===== src/rtl/sramx_xlat_pkg.sv =====
// Shared constants, types and the kseg0/kseg1 address translation helper
// used by the SRAM-port arbiter front end.
package sramx_xlat_pkg;

  // Physical address mask applied to kseg0/kseg1 virtual addresses.
  localparam logic [31:0] KSEG_MASK  = 32'h1FFF_FFFF;
  // addr[31:30] tag shared by kseg0 and kseg1.
  localparam logic [1:0]  KSEG01_TAG = 2'b10;
  // addr[31:29] tag identifying kseg1 (uncached).
  localparam logic [2:0]  KSEG1_TAG  = 3'b101;

  // Channel id width, sized for the largest supported channel count (8).
  localparam int CH_ID_W = 3;

  // Result of a translation: physical address plus the uncached flag.
  typedef struct packed {
    logic [31:0] phys;
    logic        uncached;
  } xlat_t;

  // One slot of the response pipeline.
  typedef struct packed {
    logic               valid;
    logic [CH_ID_W-1:0] ch_id;
    logic               is_write;
  } rsp_slot_t;

  // Translate a virtual address; with en=0 the address passes through and
  // nothing is reported as uncached.
  function automatic xlat_t xlat(input logic [31:0] addr, input logic en);
    xlat_t r;
    r.phys     = addr;
    r.uncached = 1'b0;
    if (en) begin
      if (addr[31:30] == KSEG01_TAG) begin
        r.phys = addr & KSEG_MASK;
      end
      r.uncached = (addr[31:29] == KSEG1_TAG);
    end
    return r;
  endfunction

endpackage


===== src/rtl/sramx_xlat_arbiter_rr.sv =====
// Round-robin arbiter: combinational grant, registered last-grant pointer.
// Priority starts one above the last granted channel and wraps upward.
module rr_arbiter #(
  parameter int N = 2
) (
  input  logic                                  clk,
  input  logic                                  resetn,
  input  logic [N-1:0]                          req,
  input  logic                                  advance,
  output logic [N-1:0]                          grant,
  output logic [((N > 1) ? $clog2(N) : 1)-1:0]  grant_idx,
  output logic                                  grant_any
);

  localparam int IDX_W = (N > 1) ? $clog2(N) : 1;

  logic [IDX_W-1:0] ptr_reg;
  logic [IDX_W-1:0] ptr_next;
  logic [IDX_W-1:0] cand_idx;
  int               cand;

  // Search the requests starting just above the last grant, with wrap.
  always_comb begin
    grant     = '0;
    grant_idx = '0;
    grant_any = 1'b0;
    cand      = 0;
    cand_idx  = '0;
    for (int off = 0; off < N; off++) begin
      cand = int'(ptr_reg) + 1 + off;
      if (cand >= N) begin
        cand = cand - N;
      end
      cand_idx = IDX_W'(cand);
      if (!grant_any && req[cand_idx]) begin
        grant_any       = 1'b1;
        grant_idx       = cand_idx;
        grant[cand_idx] = 1'b1;
      end
    end
  end

  // The pointer moves only when a grant is actually taken.
  always_comb begin
    ptr_next = ptr_reg;
    if (advance && grant_any) begin
      ptr_next = grant_idx;
    end
  end

  // Reset parks the pointer on the last channel so channel 0 wins first.
  always_ff @(posedge clk or negedge resetn) begin
    if (!resetn) begin
      ptr_reg <= IDX_W'(N - 1);
    end else begin
      ptr_reg <= ptr_next;
    end
  end

endmodule


===== src/rtl/sramx_xlat_arbiter.sv =====
// SRAM-port front end: arbitrates N_CH request channels onto one SRAM port,
// translates kseg0/kseg1 addresses, and routes each response back to its
// requester through an RD_LAT-deep tracking pipeline.
module sramx_xlat_arbiter
  import sramx_xlat_pkg::*;
#(
  parameter int N_CH    = 2,
  parameter int DATA_W  = 32,
  parameter int RD_LAT  = 1,
  parameter int XLAT_EN = 1
) (
  input  logic                                clk,
  input  logic                                resetn,
  input  logic [N_CH-1:0]                     ch_req,
  input  logic [N_CH-1:0][DATA_W/8-1:0]       ch_wen,
  input  logic [N_CH-1:0][31:0]               ch_addr,
  input  logic [N_CH-1:0][DATA_W-1:0]         ch_wdata,
  output logic [N_CH-1:0]                     ch_addr_ok,
  output logic [N_CH-1:0]                     ch_data_ok,
  output logic [N_CH-1:0][DATA_W-1:0]         ch_rdata,
  output logic [N_CH-1:0]                     ch_uncached,
  output logic                                sram_en,
  output logic [DATA_W/8-1:0]                 sram_wen,
  output logic [31:0]                         sram_addr,
  output logic [DATA_W-1:0]                   sram_wdata,
  input  logic [DATA_W-1:0]                   sram_rdata
);

  localparam int IDX_W = (N_CH > 1) ? $clog2(N_CH) : 1;

  logic [N_CH-1:0][31:0] phys;
  logic [N_CH-1:0]       uncached_raw;
  logic [N_CH-1:0]       grant;
  logic [IDX_W-1:0]      grant_idx;
  logic                  grant_any;
  logic                  grant_live;

  rsp_slot_t                slot_in;
  rsp_slot_t [RD_LAT-1:0]   slot_reg;
  rsp_slot_t                rsp_out;

  // Per-channel translation; the uncached flag is visible even without a grant.
  for (genvar gi = 0; gi < N_CH; gi++) begin : g_xlat
    xlat_t x;
    assign x                = xlat(ch_addr[gi], XLAT_EN != 0);
    assign phys[gi]         = x.phys;
    assign uncached_raw[gi] = x.uncached;
  end

  assign ch_uncached = uncached_raw;

  rr_arbiter #(
    .N (N_CH)
  ) u_rr (
    .clk       (clk),
    .resetn    (resetn),
    .req       (ch_req),
    .advance   (resetn),
    .grant     (grant),
    .grant_idx (grant_idx),
    .grant_any (grant_any)
  );

  // Reset masks the grant combinationally so nothing leaks out while low.
  assign grant_live = resetn & grant_any;
  assign ch_addr_ok = resetn ? grant : '0;

  // Steer the granted channel onto the SRAM port.
  always_comb begin
    sram_en    = grant_live;
    sram_wen   = grant_live ? ch_wen[grant_idx] : '0;
    sram_addr  = phys[grant_idx];
    sram_wdata = ch_wdata[grant_idx];
  end

  // Describe the transaction entering the response pipeline this cycle.
  always_comb begin
    slot_in          = '0;
    slot_in.valid    = grant_live;
    slot_in.ch_id    = CH_ID_W'(grant_idx);
    slot_in.is_write = |sram_wen;
  end

  // Shift the response tracker; reset discards everything in flight.
  always_ff @(posedge clk or negedge resetn) begin
    if (!resetn) begin
      slot_reg <= '0;
    end else begin
      for (int k = RD_LAT - 1; k > 0; k--) begin
        slot_reg[k] <= slot_reg[k-1];
      end
      slot_reg[0] <= slot_in;
    end
  end

  assign rsp_out = slot_reg[RD_LAT-1];

  // Route the completing response to its channel; writes return zero data.
  for (genvar gi = 0; gi < N_CH; gi++) begin : g_rsp
    assign ch_data_ok[gi] = resetn & rsp_out.valid & (rsp_out.ch_id == CH_ID_W'(gi));
    assign ch_rdata[gi]   = (ch_data_ok[gi] && !rsp_out.is_write) ? sram_rdata : '0;
  end

endmodule


===== config.mk =====
export PLATFORM = sky130hd
export DESIGN_NAME = sramx_xlat_arbiter
export DESIGN_NICKNAME = d
export VERILOG_FILES = /design/src/rtl/sramx_xlat_pkg.sv /design/src/rtl/sramx_xlat_arbiter_rr.sv /design/src/rtl/sramx_xlat_arbiter.sv
export SDC_FILE = /design/constraint.sdc
export NUM_CORES = 1
export LEC_CHECK = 0
export ABC_AREA = 1
export ABC_CLOCK_PERIOD_IN_PS = 1300
export CELL_PAD_IN_SITES_DETAIL_PLACEMENT = 1
export CELL_PAD_IN_SITES_GLOBAL_PLACEMENT = 2
export CORE_UTILIZATION = 10
export CTS_BUF_LIST = sky130_fd_sc_hd__clkbuf_4 sky130_fd_sc_hd__clkbuf_8 sky130_fd_sc_hd__clkbuf_16
export DETAILED_ROUTE_END_ITERATION = 12
export PLACE_DENSITY = 0.95
export REMOVE_ABC_BUFFERS = 1
export SYNTH_ARGS = -nofsm -noshare
export SYNTH_HDL_FRONTEND = slang
export SYNTH_SLANG_ARGS = --single-unit

===== constraint.sdc =====
create_clock -name clk -period 1.3 [get_ports clk]
set_input_delay 0.13 -clock clk [delete_from_list [all_inputs] [get_ports clk]]
set_output_delay 0.13 -clock clk [all_outputs]
set_load 0.03 [all_outputs]

Word level (Yosys, flattened, before mapping) --
Cells that the tools add are included.
Word-level totals: register bits 4, input bits 172, output and inout bits 139, logic and storage cells 62
Operators by class: add/subtract/negate cells 4, $lt $le $gt $ge 7, equal/unequal tests 4, multiplexer cells 28, bitwise gates (word level) 5, reduce and logical (&&, ||, !) cells 10
Operator list (count):
- 32-bit two-way mux | 8
- 32-bit by 3-bit greater-or-equal comparator with 1-bit output, second input constant | 1
- 1-bit two-way mux | 12
- 4-bit two-way mux | 3
- 3-bit equality test, second input constant | 2
- 1-bit logical AND | 6
- 1-bit by 2-bit less-than comparator with 1-bit output, second input constant | 3
- 2-bit two-way mux | 3
- 1-bit bitwise AND | 4
- 2-bit equality test, second input constant | 2
- 4-bit OR reduction | 1
- 2-bit by 1-bit adder with 3-bit output, second input constant | 1
- 3-bit logical NOT | 1
- 1-bit by 1-bit adder with 2-bit output, second input constant | 1
- 1-bit demux with 1-bit select | 2
- 1-bit greater-or-equal comparator, second input constant | 2
- 2-bit greater-or-equal comparator, second input constant | 1
- 1-bit logical NOT | 2
- 2-bit bitwise OR | 1
- 1-bit subtractor, second input constant | 2

Depth between registers and ports, before layout --
depth in word-level cells 13, depth in mapped cells 7, gate-level depth less buffers 7

Modules after synthesis --
Synthesis repeated with hierarchy kept, for this count alone.
Unflattened totals: cells, all modules 360, area total of the unflattened synthesis 1587.8 µm²
Modules (own cells, without submodules):
- sramx_xlat_arbiter | times used 1, cells an instance 348, area each 1511.4 µm², sequential area each 75.1 µm²
- rr_arbiter | times used 1, cells an instance 12, area each 76.3 µm², sequential area each 26.3 µm²

Worst setup path after synthesis --
Ideal clock, no wire load.
kind flip-flop to output port, from register slot_reg, in the netlist rsp_out[1], to output port ch_rdata[33] (netlist bit), arrival 1.461 ns, data required time 1.170 ns, slack -0.291 ns, cell stages (with the launch flop) 6, path buffers 1, path through dfrtp_1 inv_1 nor2_2 nand2_2 clkbuf_8 nor2_1
RTL lines:
- start: declaration | line sramx_xlat_arbiter.sv:39 | rsp_slot_t [RD_LAT-1:0] slot_reg;
- start signal: indexed assignment | line sramx_xlat_arbiter.sv:90 | slot_reg[k] <= slot_reg[k-1];
- end: declaration | line sramx_xlat_arbiter.sv:20 | output logic [N_CH-1:0][DATA_W-1:0] ch_rdata,

Worst setup path in the final report --
from register u_rr.ptr_reg, to output port sram_addr[4]
On the way: cells in the longest elaborated chain, start to end 11, elaborated cells on any way between the ends 19, those cells by class add/sub (4); order compare (2); mux (11); reduce/logical (2)
Ends and longest elaborated chain:
- start: declaration | line sramx_xlat_arbiter_rr.sv:17 | logic [IDX_W-1:0] ptr_reg;
- start signal: assignment | line sramx_xlat_arbiter_rr.sv:54 | ptr_reg <= IDX_W'(N - 1);
- start signal: assignment | line sramx_xlat_arbiter_rr.sv:56 | ptr_reg <= ptr_next;
- 1-bit by 1-bit adder with 2-bit output * | line sramx_xlat_arbiter_rr.sv:30 | cand = int'(ptr_reg) + 1 + off;
- branches (longest 7 deep; another with 32-bit by 3-bit greater-or-equal comparator with 1-bit output)
- 1-bit two-way mux * | line sramx_xlat_arbiter_rr.sv:35 | if (!grant_any && req[cand_idx]) begin
- 32-bit two-way mux (not written as such) * (2 in a row) | line sramx_xlat_arbiter.sv:72 | sram_addr = phys[grant_idx];
- end: declaration | line sramx_xlat_arbiter.sv:24 | output logic [31:0] sram_addr,
Every way passes the cells marked *. The select of a mux whose other input is x is not followed.

==> impl_metrics.json <==
{
  "h-tree-depth": 1,
  "die-area_mm2": 0.01703,
  "drive_gt1_share_pct": 50.35,
  "r2r_start": "u_rr.ptr_reg$_DFFE_PN1P_",
  "maxSlewHeadroom_pct": 82.85,
  "clock_skew_ns": 0.007938,
  "critPathCaptureType": "output pin",
  "yosysWarnings": 0,
  "insertion_delay_ns": 0.23,
  "portBuffers": 310,
  "top_layer_used": "met4",
  "cap_violations": 0,
  "grt_pass1_vias": 3714,
  "global_route.overflow_total": 0,
  "peakVddDrop_v": 0.0003932,
  "row_count": 46,
  "routed_wl_um": 15510,
  "initial_core_util_pct": 10.32,
  "period_needed_ns": 1.702,
  "cts-root-buf": "clkbuf_16",
  "ant_nets": 0,
  "grt_usage_pct": 15.41,
  "yosysMostFrequentCell": "nand2_1",
  "start_kind": "flip-flop",
  "status": "finished with violations",
  "place_area_mm2": 0.005021,
  "antenna_found_initial": 0,
  "reg2regPathDepth": 10,
  "dr.pass1.iters": 4,
  "largest_reg_flops": 3,
  "area_delta_synth_final_pct": 309.5,
  "stdcell_count": 921,
  "viasPerCell": 3.870,
  "worstReg2RegEnd": "rsp_out[0]$_DFF_PN0_",
  "seq_power_share_pct": 4.2,
  "die_w_um": 130.5,
  "met1_length_um": 5893,
  "final_area_mm2": 0.006764,
  "netlist_area_mm2": 0.001652,
  "synth_top_area_share_pct": 44.09,
  "synth_seq_area_share_pct": 6.136,
  "crit_fanout": 6,
  "swShare_pct": 43.42,
  "drc": 0,
  "ff2ff_setup_slack_ns": -0.16,
  "num-nets-final": 878,
  "pwr-share-comb_pct": 81.4,
  "cts_buffer_depth": 2,
  "cts.sinks": 4,
  "ios": 311,
  "dp.cells": 899,
  "die_h_um": 130.5,
  "cts_tree": "built",
  "fin_util_pct": 42.27,
  "place.gp.congestion": 0.8239,
  "power_density_mw_per_mm2": 538.1,
  "ys.flop_type": "dfrtp_1",
  "coreArea_mm2": 0.01600,
  "grt_max_degree": 23,
  "vias": 3564,
  "p_sw_mw": 1.580,
  "dpl.hpwl_um": 10980,
  "setup_violations": 137,
  "wl_met2_um": 8353,
  "synthCells": 361,
  "synthDistinctLibCells": 19,
  "rsz0062_at_grt": "true",
  "ys_ff_latch": 4,
  "grt_pass1_wl_um": 20070,
  "yosys-top-cells-area": "nand2_1 (44%), nor2_1 (14%), buf_6 (12%)",
  "setup_slack_ns": -0.4017,
  "avgSynthCellArea_um2": 4.575,
  "synth_edf_count": 0,
  "arrival_ns": 1.57,
  "synth_common_cells": "nand2_1 (194), nor2_1 (63), inv_1 (51)",
  "dr.first_iter.drc_count": 43,
  "n_antenna_cell": 0,
  "max_freq_mhz": 587.6,
  "critPathKind": "flip-flop to output pin",
  "p_clk_share_pct": 14.4,
  "p_leak_nw": 3.169,
  "worst_pin_slew_ns": 0.2570,
  "yosys.area.top_type": "nand2_1",
  "drv_slew": 0,
  "p_int_mw": 2.059,
  "violations": "setup timing",
  "hold_class": "input port to asynchronous set/reset pin",
  "clk_pin_slew_ns": 0.03,
  "wl_met3_um": 1144,
  "routedWlPerCell_um": 16.84,
  "period_share_pct": 130.9,
  "cp_data_required_time_ns": 1.17,
  "synth-async-reset-ratio_pct": 100.0,
  "finalHoldViolCount": 0,
  "numCtsBuffers": 3,
  "hold_slack_ns": 0.1268
}
critical path, stage by stage, from the launching register on:
cell and delay (ns):
dfstp_2 0.54, nand2_4 0.07, nand2_8 0.11, inv_8 0.05, buf_12 0.14, clkbuf_16 0.16
nand2_2 0.06, nand2_1 0.06, buf_6 0.14
metrics by stage:
stage / worst slack (ns) / TNS (ns) / power [mW]
after floorplan: -0.8493 / -61.66 / 1.061
after global placement: -0.3076 / -27.13 / 2.463
after detailed placement: -0.3331 / -29.71 / 2.485
after CTS: -0.4049 / -40.42 / 3.380
after global routing: -0.4603 / -47.82 / 3.812
final: -0.4017 / -40.51 / 3.640
power groups by stage:
stage	combinational [mW]	clock, mW	sequential (mW)
3_3_place_gp	2.31	0	0.151
5_1_grt	3.11	0.547	0.153
6_report	2.96	0.526	0.152
3_5_place_dp	2.33	0	0.151
4_1_cts	2.70	0.532	0.152
2_1_floorplan	0.913	0	0.148
repair_timing:
action                                 CTS  global route
pin swaps                                3            23
setup buffers                            5            12
gates cloned                             6             6
setup endpoints to repair              136           137
gates resized for setup                258           143
hold buffers                             1             0
endpoints found under the hold margin    3             0
area by class of cell:
class / instances / area [um2]
well taps: 216 / 270.3
flip-flops and latches: 4 / 101.3
clock buffers: 4 / 82.58
inverters: 53 / 206.4
repair buffers: 360 / 4143
multi-input cells: 284 / 1961
fillers: 1847 / 9236
how the worst max path moves through the flow:
stage / start / endpoint / slack, ns
global placement: ch_req[0] / sram_wdata[23] / -0.31
finish: u_rr.ptr_reg$_DFFE_PN1P_ / sram_addr[4] / -0.40
detailed placement: ch_req[0] / sram_wdata[23] / -0.33
global route: u_rr.ptr_reg$_DFFE_PN1P_ / sram_wdata[6] / -0.46
floorplan: u_rr.ptr_reg$_DFFE_PN1P_ / sram_addr[31] / -0.85
CTS: u_rr.ptr_reg$_DFFE_PN1P_ / sram_wen[3] / -0.40
routing by layer:
metal	vias up	GRT usage, %
met5	-	0
met2	204	31.68
met4	0	1.352
met1	1621	16.76
met3	10	2.484
li1	1729	-
cell usage in the layout, fill, tap and decap left out:
cell	count
nor3b_2	1
o211ai_1	1
nand2_8	2
a21oi_2	1
dlygate4sd3_1	1
o22ai_2	1
dlygate4sd2_1	3
nor2_2	2
nand3_4	2
clkbuf_16	8
inv_1	45
dfstp_2	1
clkbuf_4	1
buf_12	32
buf_4	16
buf_8	5
o21ai_0	1
nor3b_1	1
nand3_2	5
nand2_4	15
o21ai_1	1
nand2_2	58
buf_6	130
dfrtp_1	3
nor2_4	67
inv_2	7
nand3_1	1
o21bai_1	1
nand2_1	124
clkdlybuf4s50_1	168
inv_8	1
kinds of logic after synthesis:
family	after synthesis	synth area share (%)
buffers and inverters	73	25.45
AOI/OAI and AO/OA	6	2.197
and+or+nand+nor	278	66.21
DFF	4	6.137
No activity file was read; power rests on OpenSTA's default activity.
